--- src/rtl/example_text_loader_if.sv ---
// example_text_loader_if: control, byte-stream, text-memory and status signals of the text loader
interface example_text_loader_if #(parameter int TEXT_BITS = 16);
  logic                 start;
  logic [TEXT_BITS-2:0] length;
  logic                 in_valid;
  logic [7:0]           in_data;
  logic                 in_ready;
  logic                 mem_wen;
  logic [TEXT_BITS-3:0] mem_waddr;
  logic [31:0]          mem_wdata;
  logic                 busy;
  logic                 done;
  logic                 cpu_hold;
  logic [31:0]          checksum;
  modport master (
    output start, length, in_valid, in_data,
    input  in_ready, mem_wen, mem_waddr, mem_wdata, busy, done, cpu_hold, checksum
  );
  modport slave (
    input  start, length, in_valid, in_data,
    output in_ready, mem_wen, mem_waddr, mem_wdata, busy, done, cpu_hold, checksum
  );
endinterface

--- src/rtl/example_text_loader.sv ---
// example_text_loader: assembles a little-endian byte stream into 32-bit words and writes them to text memory
module example_text_loader #(
  parameter int TEXT_BITS = 16,
  parameter int WORDS     = 2**(TEXT_BITS-2)
) (
  input logic                  clock,
  input logic                  reset,
  example_text_loader_if.slave bus
);
  typedef enum logic [1:0] {IDLE, RECV, WRITE, DONE} state_t;
  localparam logic [TEXT_BITS-2:0] CAP = (TEXT_BITS-1)'(WORDS);
  state_t               state_q, state_d;
  logic [TEXT_BITS-2:0] count_q, count_d, clamped;
  logic [TEXT_BITS-3:0] addr_q, addr_d;
  logic [1:0]           idx_q, idx_d;
  logic [31:0]          buf_q, buf_d, sum_q, sum_d;
  logic                 hold_q, hold_d;
  // Clamping the count keeps word_addr inside the memory, so no write ever wraps.
  always_comb begin
    clamped = bus.length > CAP ? CAP : bus.length;
    state_d = state_q;
    count_d = count_q;
    addr_d  = addr_q;
    idx_d   = idx_q;
    buf_d   = buf_q;
    sum_d   = sum_q;
    hold_d  = hold_q;
    case (state_q)
      IDLE: if (bus.start) begin
        count_d = clamped;
        addr_d  = '0;
        idx_d   = '0;
        sum_d   = '0;
        hold_d  = 1'b1;
        state_d = clamped != '0 ? RECV : DONE;
      end
      RECV: if (bus.in_valid) begin
        buf_d[{idx_q, 3'b000} +: 8] = bus.in_data;
        idx_d   = idx_q + 2'd1;
        state_d = idx_q == 2'd3 ? WRITE : RECV;
      end
      WRITE: begin
        sum_d   = sum_q + buf_q;
        addr_d  = addr_q + 1'b1;
        count_d = count_q - 1'b1;
        state_d = count_q == (TEXT_BITS-1)'(1) ? DONE : RECV;
      end
      DONE: begin
        hold_d  = 1'b0;
        state_d = IDLE;
      end
    endcase
  end
  always_ff @(posedge clock) begin
    if (reset) begin
      state_q <= IDLE;
      count_q <= '0;
      addr_q  <= '0;
      idx_q   <= '0;
      buf_q   <= '0;
      sum_q   <= '0;
      hold_q  <= 1'b1;
    end else begin
      state_q <= state_d;
      count_q <= count_d;
      addr_q  <= addr_d;
      idx_q   <= idx_d;
      buf_q   <= buf_d;
      sum_q   <= sum_d;
      hold_q  <= hold_d;
    end
  end
  assign bus.in_ready  = state_q == RECV;
  assign bus.mem_wen   = state_q == WRITE;
  assign bus.mem_waddr = addr_q;
  assign bus.mem_wdata = buf_q;
  assign bus.busy      = state_q == RECV || state_q == WRITE;
  assign bus.done      = state_q == DONE;
  assign bus.cpu_hold  = hold_q;
  assign bus.checksum  = sum_q;
endmodule

--- src/flat_wrapper.sv ---
// flat-port wrapper written by rule: the top's interface ports become plain ports
module example_text_loader_flat 
#(
  parameter int TEXT_BITS = 16,
  parameter int WORDS     = 2**(TEXT_BITS-2)
)
  (clock, reset, bus_start, bus_length, bus_in_valid, bus_in_data, bus_in_ready, bus_mem_wen, bus_mem_waddr, bus_mem_wdata, bus_busy, bus_done, bus_cpu_hold, bus_checksum);
  example_text_loader_if #(.TEXT_BITS(TEXT_BITS)) bus_i ();
  input logic clock;
  input logic reset;
  input wire logic [$bits(bus_i.start)-1:0] bus_start;
  input wire logic [$bits(bus_i.length)-1:0] bus_length;
  input wire logic [$bits(bus_i.in_valid)-1:0] bus_in_valid;
  input wire logic [$bits(bus_i.in_data)-1:0] bus_in_data;
  output wire logic [$bits(bus_i.in_ready)-1:0] bus_in_ready;
  output wire logic [$bits(bus_i.mem_wen)-1:0] bus_mem_wen;
  output wire logic [$bits(bus_i.mem_waddr)-1:0] bus_mem_waddr;
  output wire logic [$bits(bus_i.mem_wdata)-1:0] bus_mem_wdata;
  output wire logic [$bits(bus_i.busy)-1:0] bus_busy;
  output wire logic [$bits(bus_i.done)-1:0] bus_done;
  output wire logic [$bits(bus_i.cpu_hold)-1:0] bus_cpu_hold;
  output wire logic [$bits(bus_i.checksum)-1:0] bus_checksum;
  assign bus_i.start = bus_start;
  assign bus_i.length = bus_length;
  assign bus_i.in_valid = bus_in_valid;
  assign bus_i.in_data = bus_in_data;
  assign bus_in_ready = bus_i.in_ready;
  assign bus_mem_wen = bus_i.mem_wen;
  assign bus_mem_waddr = bus_i.mem_waddr;
  assign bus_mem_wdata = bus_i.mem_wdata;
  assign bus_busy = bus_i.busy;
  assign bus_done = bus_i.done;
  assign bus_cpu_hold = bus_i.cpu_hold;
  assign bus_checksum = bus_i.checksum;
  example_text_loader #(.TEXT_BITS(TEXT_BITS), .WORDS(WORDS)) u_core (.clock(clock), .reset(reset), .bus(bus_i));
endmodule
--- config.mk ---
export PLATFORM = sky130hd
export DESIGN_NAME = example_text_loader_flat
export DESIGN_NICKNAME = d
export VERILOG_FILES = /design/src/rtl/example_text_loader_if.sv /design/src/rtl/example_text_loader.sv /design/src/flat_wrapper.sv
export SDC_FILE = /design/constraint.sdc
export NUM_CORES = 1
export LEC_CHECK = 0
export CELL_PAD_IN_SITES_DETAIL_PLACEMENT = 1
export CELL_PAD_IN_SITES_GLOBAL_PLACEMENT = 2
export CORE_MARGIN = 3
export CORE_UTILIZATION = 37
export CTS_CLUSTER_SIZE = 16
export DETAILED_ROUTE_END_ITERATION = 10
export DONT_BUFFER_PORTS = 1
export PLACE_DENSITY = 0.8
export SETUP_SLACK_MARGIN = 0.02
export SYNTH_ARGS = -nofsm -noshare
export SYNTH_HDL_FRONTEND = slang
export SYNTH_SLANG_ARGS = --single-unit
--- constraint.sdc ---
create_clock -name clock -period 3.55 [get_ports clock]
set_clock_uncertainty 0.05 [all_clocks]
set_input_delay 0.1775 -clock clock [delete_from_list [all_inputs] [get_ports clock]]
set_output_delay 0.1775 -clock clock [all_outputs]
set_load 0.03 [all_outputs]
==> results of run 1 <==
tightest hold or removal path, delay by kind of cell:
family,cells,cell delay (ns)
AOI/OAI and AO/OA,1,0.06
and+or+nand+nor,2,0.14
area by class of cell:
type	instances	area, um2	share of cell area
sequential	98	1960	0.300
inverter	26	97.6	0.0149
antenna	1	2.50	0.000383
clock buffer	10	229	0.0350
clock inverter	6	57.6	0.00880
tap	184	230	0.0352
multi-input combinational	542	3550	0.543
timing repair buffer	48	410	0.0628
stage by stage:
stage               worst slack [ns]  instances
finish                         0.421        915
global route                   0.228        915
CTS                            0.438        914
detailed placement             0.437        885
global placement               0.428        885
floorplan                      0.486        695
layer usage:
metal  wire (um)  GRT usage
met5          13          0
met2        9130      0.382
met1        8170      0.280
met3        1110     0.0544
met4         422     0.0792
layout by cell type, fill, tap and decap left out, drive strengths merged, types with 14 or more instances in the layout:
master / synthesis / layout
nand2: 44 / 44
xor2: 14 / 14
a21o: 19 / 19
nand3: 20 / 20
ha: 44 / 44
nor3: 15 / 15
a21oi: 47 / 47
buf: 2 / 36
a22oi: 52 / 52
dfxtp: 98 / 98
o21ai: 34 / 34
nor2: 108 / 108
inv: 26 / 26
xnor2: 25 / 25
cells by family after synthesis:
kind of cell               after synthesis
and+or+nand+nor                        238
AOI/OAI and AO/OA                      219
DFF                                     98
buffers and inverters                   55
adders and majority gates               45
xor gates and xnor gates                39
muxes                                    1
final timing paths:
check                         start                      end  slack, ns  depth (start not counted)
max          u_core.bus.checksum[6]  u_core.bus.checksum[28]       0.42                          9
min                  bus_length[14]        u_core.count_q[0]       0.02                          3
max reg2reg  u_core.bus.checksum[6]  u_core.bus.checksum[28]       0.42                          9
min reg2reg      u_core.count_q[12]       u_core.count_q[12]       0.43                          2
registers in the layout (all words and copies together), names as in the netlist:
signal / flops
u_core.bus.checksum: 32
u_core.bus.cpu_hold: 1
u_core.bus.mem_waddr: 14
u_core.bus.mem_wdata: 32
u_core.count_q: 15
u_core.idx_q: 2
u_core.state_q: 2
power groups by stage:
stage               sequential (mW)  combinational (mW)  clock (mW)
detailed placement             1.28               0.919           0
finish                         1.25               0.957       0.980
global placement               1.27               0.894           0
floorplan                      1.29               0.652           0
CTS                            1.25               0.964        1.02
global route                   1.27                1.07        1.06
what timing repair did:
item / 4_1_cts / 5_1_grt
gates resized for setup: 0 / 0
hold buffers: 13 / 0
endpoints found under the hold margin: 71 / 0
==> results.toml, run 1 <==
[run_status]
status = "completed"

[pwr]
p_int_mw = 2.01
swShare = 0.370
switchingPower_mw = 1.18
power_frac_clock = 0.307
irDropWorstVdd_uv = 277
combinationalPowerShare = 0.300
p_leak_nw = 2.73
pwr_density_cell_nw_per_um2 = 488
power_mw = 3.19
p_seq_frac = 0.393

[detailed_routing]
drc = 0
first_pass_iters = 5
wirelength_um = 18800
num_vias = 5352
drtAntennaViolNets = 0
drt_iter0_drc = 241
wl_per_cell_um = 20.6
viasPerCell = 5.85

[logic_synthesis]
synth_ff_type = "dfxtp_1"
synth_fa_ha_area_frac = 0.0997
synth_compound_area_frac = 0.268
synth.top_cells.by_count = "nor2_1, dfxtp_1, a22oi_1, a21oi_1"
synth_top_family_by_area = "compound AO/OA/AOI/OAI gates"
syn_area_um2 = 5720
async_flop_share = 0
synth_xor_area_frac = 0.0597
synth_most_common_cell = "nor2_1"
synth_edf_count = 0
syn_inst = 695
yosysSeqAreaShare = 0.343
syn_nets = 767
synth.avg_cell_area_um2 = 8.23
synthSimpleGateAreaFrac = 0.192
synth_area_leaders = "dfxtp_1, ha_1, nor2_1, a22oi_1, a21oi_1"
yosys_warnings = 0
synth.largest_area_cell = "dfxtp_1"
synth_top_area_frac = 0.343
synthMuxAreaShare = 0.00175
ys_seq_elements = 98
synth.distinct_cells = 61

[setup_path]
cp_top_family = "compound AO/OA/AOI/OAI gates"
start_kind = "flip-flop"
required_ns = 3.75
worstPathCellList = "ha_1, a21o_2, a221oi_1, nor3_1, o41ai_1, a21oi_1, o211a_1, or3_1, a32o_1"
crit_buf_inv = 0
critPathKind = "reg2reg"
cp_slowest_cell = "o41ai_1"
critPathMaxFanout = 6
max_stage_delay_ns = 0.51
critPathArrivalTime_ns = 3.33
critPathCaptureType = "flip-flop"

[clocking]
numClockSinks = 98
postCtsSetupBuffers = 0
root_buffer = "clkbuf_16"
cts_buffers = 9
insertion_delay_ns = 0.35
cts_tree = "built"
cts_buffer_depth = 2
clkTransAtPathRegs_ns = 0.07
htree_levels = 3

[sta]
finalSetupViolCount = 0
finalSetupTns_ns = 0
hold_violations = 0
max_slew.worst_pin.slew_ns = 0.847
slew_headroom = 0.434
fin_crit_sh = 0.881
rsz0062_at_grt = "false"
slew_violations = 0
post-route-min-period_ns = 3.13
hold-worst-slack_ns = 0.0243
fmax_mhz = 320

[floorplan]
ios = 110
core_um2 = 14800
die_area_um2 = 17000
die_x_um = 130
row_count = 44
dieHeight_um = 130
initial_core_util = 0.386

[layout]
nets = 797
fillers = 1788
fin_util = 0.442
design_area_um2 = 6540
syn_to_final_growth_pct = 14.3
drive_above_1_share = 0.0904

[global_routing]
grt_antenna_before_repair = 2
grt_use_total = 0.225
grt.overflow.total = 0
grt_pass1_vias = 5571
grt_first_pass_wirelength_um = 29900
grt_max_degree = 72

[place]
portBuffers = 0
dp_hpwl_um = 13800
dpl_cell_area_um2 = 6100
routabilityCongestion = 0.891

[hold_path]
hp-class = "in2reg"

[run]
max_cap_viol_count = 0
(Power assumes the default switching activity.)
==> run 2, diff against run 1 <==
--- a/config.mk
+++ b/config.mk
@@ -5,14 +5,15 @@
 export SDC_FILE = /design/constraint.sdc
 export NUM_CORES = 1
 export LEC_CHECK = 0
-export CELL_PAD_IN_SITES_DETAIL_PLACEMENT = 1
-export CELL_PAD_IN_SITES_GLOBAL_PLACEMENT = 2
+export CELL_PAD_IN_SITES_DETAIL_PLACEMENT = 0
+export CELL_PAD_IN_SITES_GLOBAL_PLACEMENT = 1
 export CORE_MARGIN = 3
-export CORE_UTILIZATION = 37
+export CORE_UTILIZATION = 40
+export CTS_CLUSTER_DIAMETER = 30
 export CTS_CLUSTER_SIZE = 16
 export DETAILED_ROUTE_END_ITERATION = 10
 export DONT_BUFFER_PORTS = 1
-export PLACE_DENSITY = 0.8
+export PLACE_DENSITY = 0.7
 export SETUP_SLACK_MARGIN = 0.02
 export SYNTH_ARGS = -nofsm -noshare
 export SYNTH_HDL_FRONTEND = slang
==> run 2 against run 1 <==
First-iteration DRC count up 33%. Maximum frequency shrank 0.31%. Setup slack worse by 0.0098 ns. Critical endpoint unchanged.
==> results.toml, run 2 (synthesized netlist as in run 1, its figures left out) <==
[sta]
fin_crit_sh = 0.884
post-route-min-period_ns = 3.14
max_slew.worst_pin.slew_ns = 0.850
slew_headroom = 0.432
finalSetupTns_ns = 0
slew_violations = 0
rsz0062_at_grt = "false"
fmax_mhz = 319
hold_violations = 0
finalSetupViolCount = 0

[detailed_routing]
drc = 0
wirelength_um = 17400
wl_per_cell_um = 19.1
drtAntennaViolNets = 0
drt_iter0_drc = 320
num_vias = 5255
first_pass_iters = 5
viasPerCell = 5.77

[floorplan]
row_count = 43
initial_core_util = 0.411
ios = 110
dieHeight_um = 126
die_area_um2 = 15800
core_um2 = 13900
die_x_um = 126

[pwr]
irDropWorstVdd_uv = 209
p_seq_frac = 0.374
p_leak_nw = 2.75
swShare = 0.349
p_int_mw = 2.18
switchingPower_mw = 1.17
pwr_density_cell_nw_per_um2 = 507
combinationalPowerShare = 0.280
power_frac_clock = 0.345

[layout]
syn_to_final_growth_pct = 15.2
final_common_cell = "nor2_1"
final_cell_mix = "nor2_1, dfxtp_1, a22oi_1"
drive_above_1_share = 0.0892
fillers = 1377
fin_cells = 910
nets = 796

[place]
routabilityCongestion = 0.847
dp_cells = 879
portBuffers = 0
dp_hpwl_um = 12200

[setup_path]
reg2regPathDepth = 9
critPathKind = "reg2reg"
critPathArrivalTime_ns = 3.34
crit-reg2reg-capture = "u_core.bus.checksum[28]"
rrSetupSlack_ns = 0.41
timing.rr.start = "u_core.bus.checksum[6]"
worstPathCellList = "ha_1, a21o_2, a221oi_1, nor3_1, o41ai_1, a21oi_1, o211a_1, or3_1, a32o_1"
start_kind = "flip-flop"
critPathCaptureType = "flip-flop"
max_stage_delay_ns = 0.53
critPathLaunch = "u_core.bus.checksum[6]"
required_ns = 3.75
critPathMaxFanout = 6
cp_slowest_cell = "o41ai_1"

[clocking]
postCtsSetupBuffers = 0
root_buffer = "clkbuf_16"
cts_resized = 0
clkTransAtPathRegs_ns = 0.07
cts_tree = "built"
insertion_delay_ns = 0.35
htree_levels = 3
cts_buffer_depth = 2
hold_buffers = 14
cts_buffers = 9
numClockSinks = 98

[global_routing]
grt_pass1_vias = 5077
grt_use_total = 0.216
grt.overflow.total = 0
grt_max_degree = 71
grt_antenna_before_repair = 2
grt_first_pass_wirelength_um = 27300

[hold_path]
hold_path_depth = 3
hp-class = "in2reg"
hp-start = "bus_length[14]"
min_to = "u_core.count_q[0]"

[run]
max_cap_viol_count = 0

[run_status]
status = "completed"
## run 2: per-stage QoR
stage                     worst slack, ns  power, mW  instance area [um2]  hold WS (ns)   util
after floorplan                     0.486       1.94                 5720         0.276      -
after global placement              0.435       2.16                 6080         0.213  0.436
after detailed placement            0.430       2.17                 6080         0.219  0.436
after CTS                           0.395       3.38                 6590       0.00227  0.473
after global routing                0.167       3.54                 6590        0.0236  0.473
final                               0.411       3.34                 6590        0.0107  0.473
## run 2: critical path, delay by kind of cell (launching register included)
kind / cells / cell delay [ns]
fa+ha+maj: 1 / 0.37
compound gates: 6 / 1.86
simple gates: 2 / 0.44
flops: 1 / 0.31
## run 2: how the worst max path moves through the flow
| stage | slack, ns | to | cells after the start |
|---|---|---|---|
| floorplan | 0.49 | u_core.bus.checksum[28] | 11 |
| global placement | 0.43 | u_core.bus.checksum[28] | 9 |
| detailed placement | 0.43 | u_core.bus.checksum[28] | 9 |
| CTS | 0.40 | u_core.bus.checksum[28] | 9 |
| global route | 0.17 | u_core.bus.checksum[28] | 9 |
| finish | 0.41 | u_core.bus.checksum[28] | 9 |
## run 2: per-layer routing
metal  vias to the layer above  wire, um  GRT usage  share of wire
met5                         -         7          0        0.00040
met4                         2       323     0.0733          0.019
met3                        23      1160     0.0555          0.067
met2                       146      8140      0.354           0.47
met1                      2490      7780      0.277           0.45
li1                       2594         -          -              -
## run 2: power by group through the flow
stage	Clock [mW]	Combinational, mW	Sequential [mW]
after global placement	0	0.889	1.27
after detailed placement	0	0.898	1.28
after floorplan	0	0.652	1.29
after CTS	1.18	0.942	1.25
after global routing	1.22	1.06	1.26
final	1.15	0.937	1.25
## run 2: cell type report
class                           count  area (um2)  share of cell area
Multi-Input combinational cell    542        3550               0.538
Sequential cell                    98        1960               0.298
Timing Repair Buffer               47         405              0.0615
Clock buffer                       10         239              0.0362
Tap cell                          180         225              0.0342
Clock inverter                      6         111              0.0169
Inverter                           26        97.6              0.0148
Antenna cell                        1        2.50            0.000380
==> run 3, diff against run 2 <==
--- a/config.mk
+++ b/config.mk
@@ -5,6 +5,7 @@
 export SDC_FILE = /design/constraint.sdc
 export NUM_CORES = 1
 export LEC_CHECK = 0
+export ABC_AREA = 1
 export CELL_PAD_IN_SITES_DETAIL_PLACEMENT = 0
 export CELL_PAD_IN_SITES_GLOBAL_PLACEMENT = 1
 export CORE_MARGIN = 3
@@ -13,7 +14,7 @@
 export CTS_CLUSTER_SIZE = 16
 export DETAILED_ROUTE_END_ITERATION = 10
 export DONT_BUFFER_PORTS = 1
-export PLACE_DENSITY = 0.7
+export PLACE_DENSITY = 0.74
 export SETUP_SLACK_MARGIN = 0.02
 export SYNTH_ARGS = -nofsm -noshare
 export SYNTH_HDL_FRONTEND = slang
==> run 3 against run 2 <==
Clock power down 12%. Critical path depth unchanged. Worst hold slack about the same. Synthesized cell count up 57%. Core utilization down 1.5 points. Critical path type unchanged.
==> results.toml, run 3 <==
[sta]
finalSetupTns_ns = 0
post-route-min-period_ns = 2.55
slew_violations = 0
slew_headroom = 0.558
rsz0062_at_grt = "false"
finalSetupViolCount = 0
fin_crit_sh = 0.719
hold_violations = 0
max_slew.worst_pin.slew_ns = 0.661
fmax_mhz = 392

[logic_synthesis]
synth.largest_area_cell = "dfxtp_1"
synth_top_area_frac = 0.293
yosysSeqAreaShare = 0.293
synth_ff_type = "dfxtp_1"
yosys_warnings = 0
syn_area_um2 = 6700
synth_edf_count = 0
synth_area_leaders = "dfxtp_1, nand2_1, inv_1, ha_1, a21oi_1"
ys_seq_elements = 98
synth.top_cells.by_count = "nand2_1, inv_1, a21oi_1, dfxtp_1, nor2_1"
synth.distinct_cells = 38
syn_inst = 1089
syn_nets = 1161
synth.avg_cell_area_um2 = 6.16
synth_most_common_cell = "nand2_1"
async_flop_share = 0

[layout]
final_common_cell = "nand2_1"
antenna_cells = 0
fin_util = 0.458
drive_above_1_share = 0.0383
fillers = 1784
nets = 1165
design_area_um2 = 7380
final_cell_mix = "nand2_1, inv_1, a21oi_1"
syn_to_final_growth_pct = 10.1

[global_routing]
grt_use_total = 0.228
grt_first_pass_wirelength_um = 33300
grt_max_degree = 74
grt_antenna_before_repair = 0
grt.overflow.total = 0
grt_pass1_vias = 6216

[clocking]
cts_buffer_depth = 2
root_buffer = "clkbuf_16"
cts_tree = "built"
cts_resized = 0
insertion_delay_ns = 0.36
hold_buffers = 14
postCtsSetupBuffers = 0
numClockSinks = 98
clkTransAtPathRegs_ns = 0.08
cts_buffers = 9
htree_levels = 3

[run]
max_cap_viol_count = 0

[floorplan]
die_area_um2 = 18300
dieHeight_um = 135
core_um2 = 16100
die_x_um = 135
ios = 110
row_count = 46
initial_core_util = 0.416

[detailed_routing]
num_vias = 6778
first_pass_iters = 4
drtAntennaViolNets = 0
drc = 0
wl_per_cell_um = 15.9
viasPerCell = 5.16
wirelength_um = 20900
drt_iter0_drc = 405

[hold_path]
hp-start = "bus_length[14]"
hp-class = "in2reg"

[pwr]
power_frac_clock = 0.284
pwr_density_cell_nw_per_um2 = 484
combinationalPowerShare = 0.330
irDropWorstVdd_uv = 295
p_int_mw = 2.08
p_leak_nw = 3.48
p_seq_frac = 0.387
swShare = 0.417
switchingPower_mw = 1.49
power_mw = 3.57

[setup_path]
critPathCaptureType = "flip-flop"
critPathMaxFanout = 30
required_ns = 3.77
critPathLaunch = "u_core.state_q[0]"
critPathKind = "reg2reg"
timing.rr.start = "u_core.state_q[0]"
start_kind = "flip-flop"
rrSetupSlack_ns = 1.0
critPathArrivalTime_ns = 2.77

[place]
routabilityCongestion = 0.874
portBuffers = 0
dpl_cell_area_um2 = 6930
dp_hpwl_um = 16000

[run_status]
status = "completed"
==> run 3: cell types whose count changed in the layout (fill, tap and decap cells not counted), moves of 11 or more <==
cell	change
xor2_1	-11
inv_1	+143
a31oi_1	+17
nor2_1	-24
xnor2_1	-23
buf_4	-28
a21oi_1	+56
nand2_1	+296
nand3_1	+58
a22oi_1	-51
a21o_1	-14
a22o_1	-12
==> run 3: cell type report <==
type / count / area [um2] / area share
tap: 216 / 270 / 0.0366
multi-input combinational: 792 / 3990 / 0.541
sequential: 98 / 1960 / 0.266
timing repair buffer: 20 / 215 / 0.0291
clock buffer: 10 / 239 / 0.0324
clock inverter: 6 / 58.8 / 0.00796
inverter: 172 / 646 / 0.0874
==> run 3: worst paths after layout <==
check                      end  cells past startpoint
max reg2reg  u_core.count_q[1]                      9
min reg2reg  u_core.count_q[7]                      2
min          u_core.count_q[0]                      3
max          u_core.count_q[1]                      9
==> run 3: cells by family after synthesis <==
group,synth area share
simple gates,0.346
flops,0.293
buf+inv,0.112
xor+xnor,0.00653
fa+ha+maj,0.0851
compound gates,0.158
==> run 3: power groups by stage <==
stage          Clock (mW)  Combinational (mW)  Sequential, mW
2_1_floorplan           0               0.904            1.37
3_3_place_gp            0                1.15            1.41
3_5_place_dp            0                1.15            1.41
4_1_cts              1.03                1.18            1.38
5_1_grt              1.08                1.32            1.40
6_report             1.01                1.18            1.38
==> run 3: stage by stage <==
| stage | setup WS (ns) | hold slack (ns) | std cells |
|---|---|---|---|
| 3_3_place_gp | 1.04 | 0.208 | 1284 |
| 4_1_cts | 0.972 | 0.000920 | 1314 |
| 6_report | 0.998 | 0.0111 | 1314 |
| 3_5_place_dp | 1.00 | 0.210 | 1284 |
| 2_1_floorplan | 1.44 | 0.284 | 1089 |
| 5_1_grt | 0.763 | 0.0148 | 1314 |
==> run 3: per-layer routing <==
layer,GRT usage,share of wire,vias to the layer above
met5,0,0,-
met4,0.0526,0.011,0
met3,0.0591,0.076,15
met2,0.350,0.44,164
met1,0.323,0.48,3074
li1,-,-,3525
==> run 3: worst max-delay path: stages (launching register included) <==
cell	delay [ns]
dfxtp_1	0.40
inv_1	0.08
ha_1	0.20
buf_4	0.21
inv_2	0.38
o21ai_4	0.09
inv_2	0.29
buf_4	0.42
nor2_1	0.07
a221oi_1	0.25
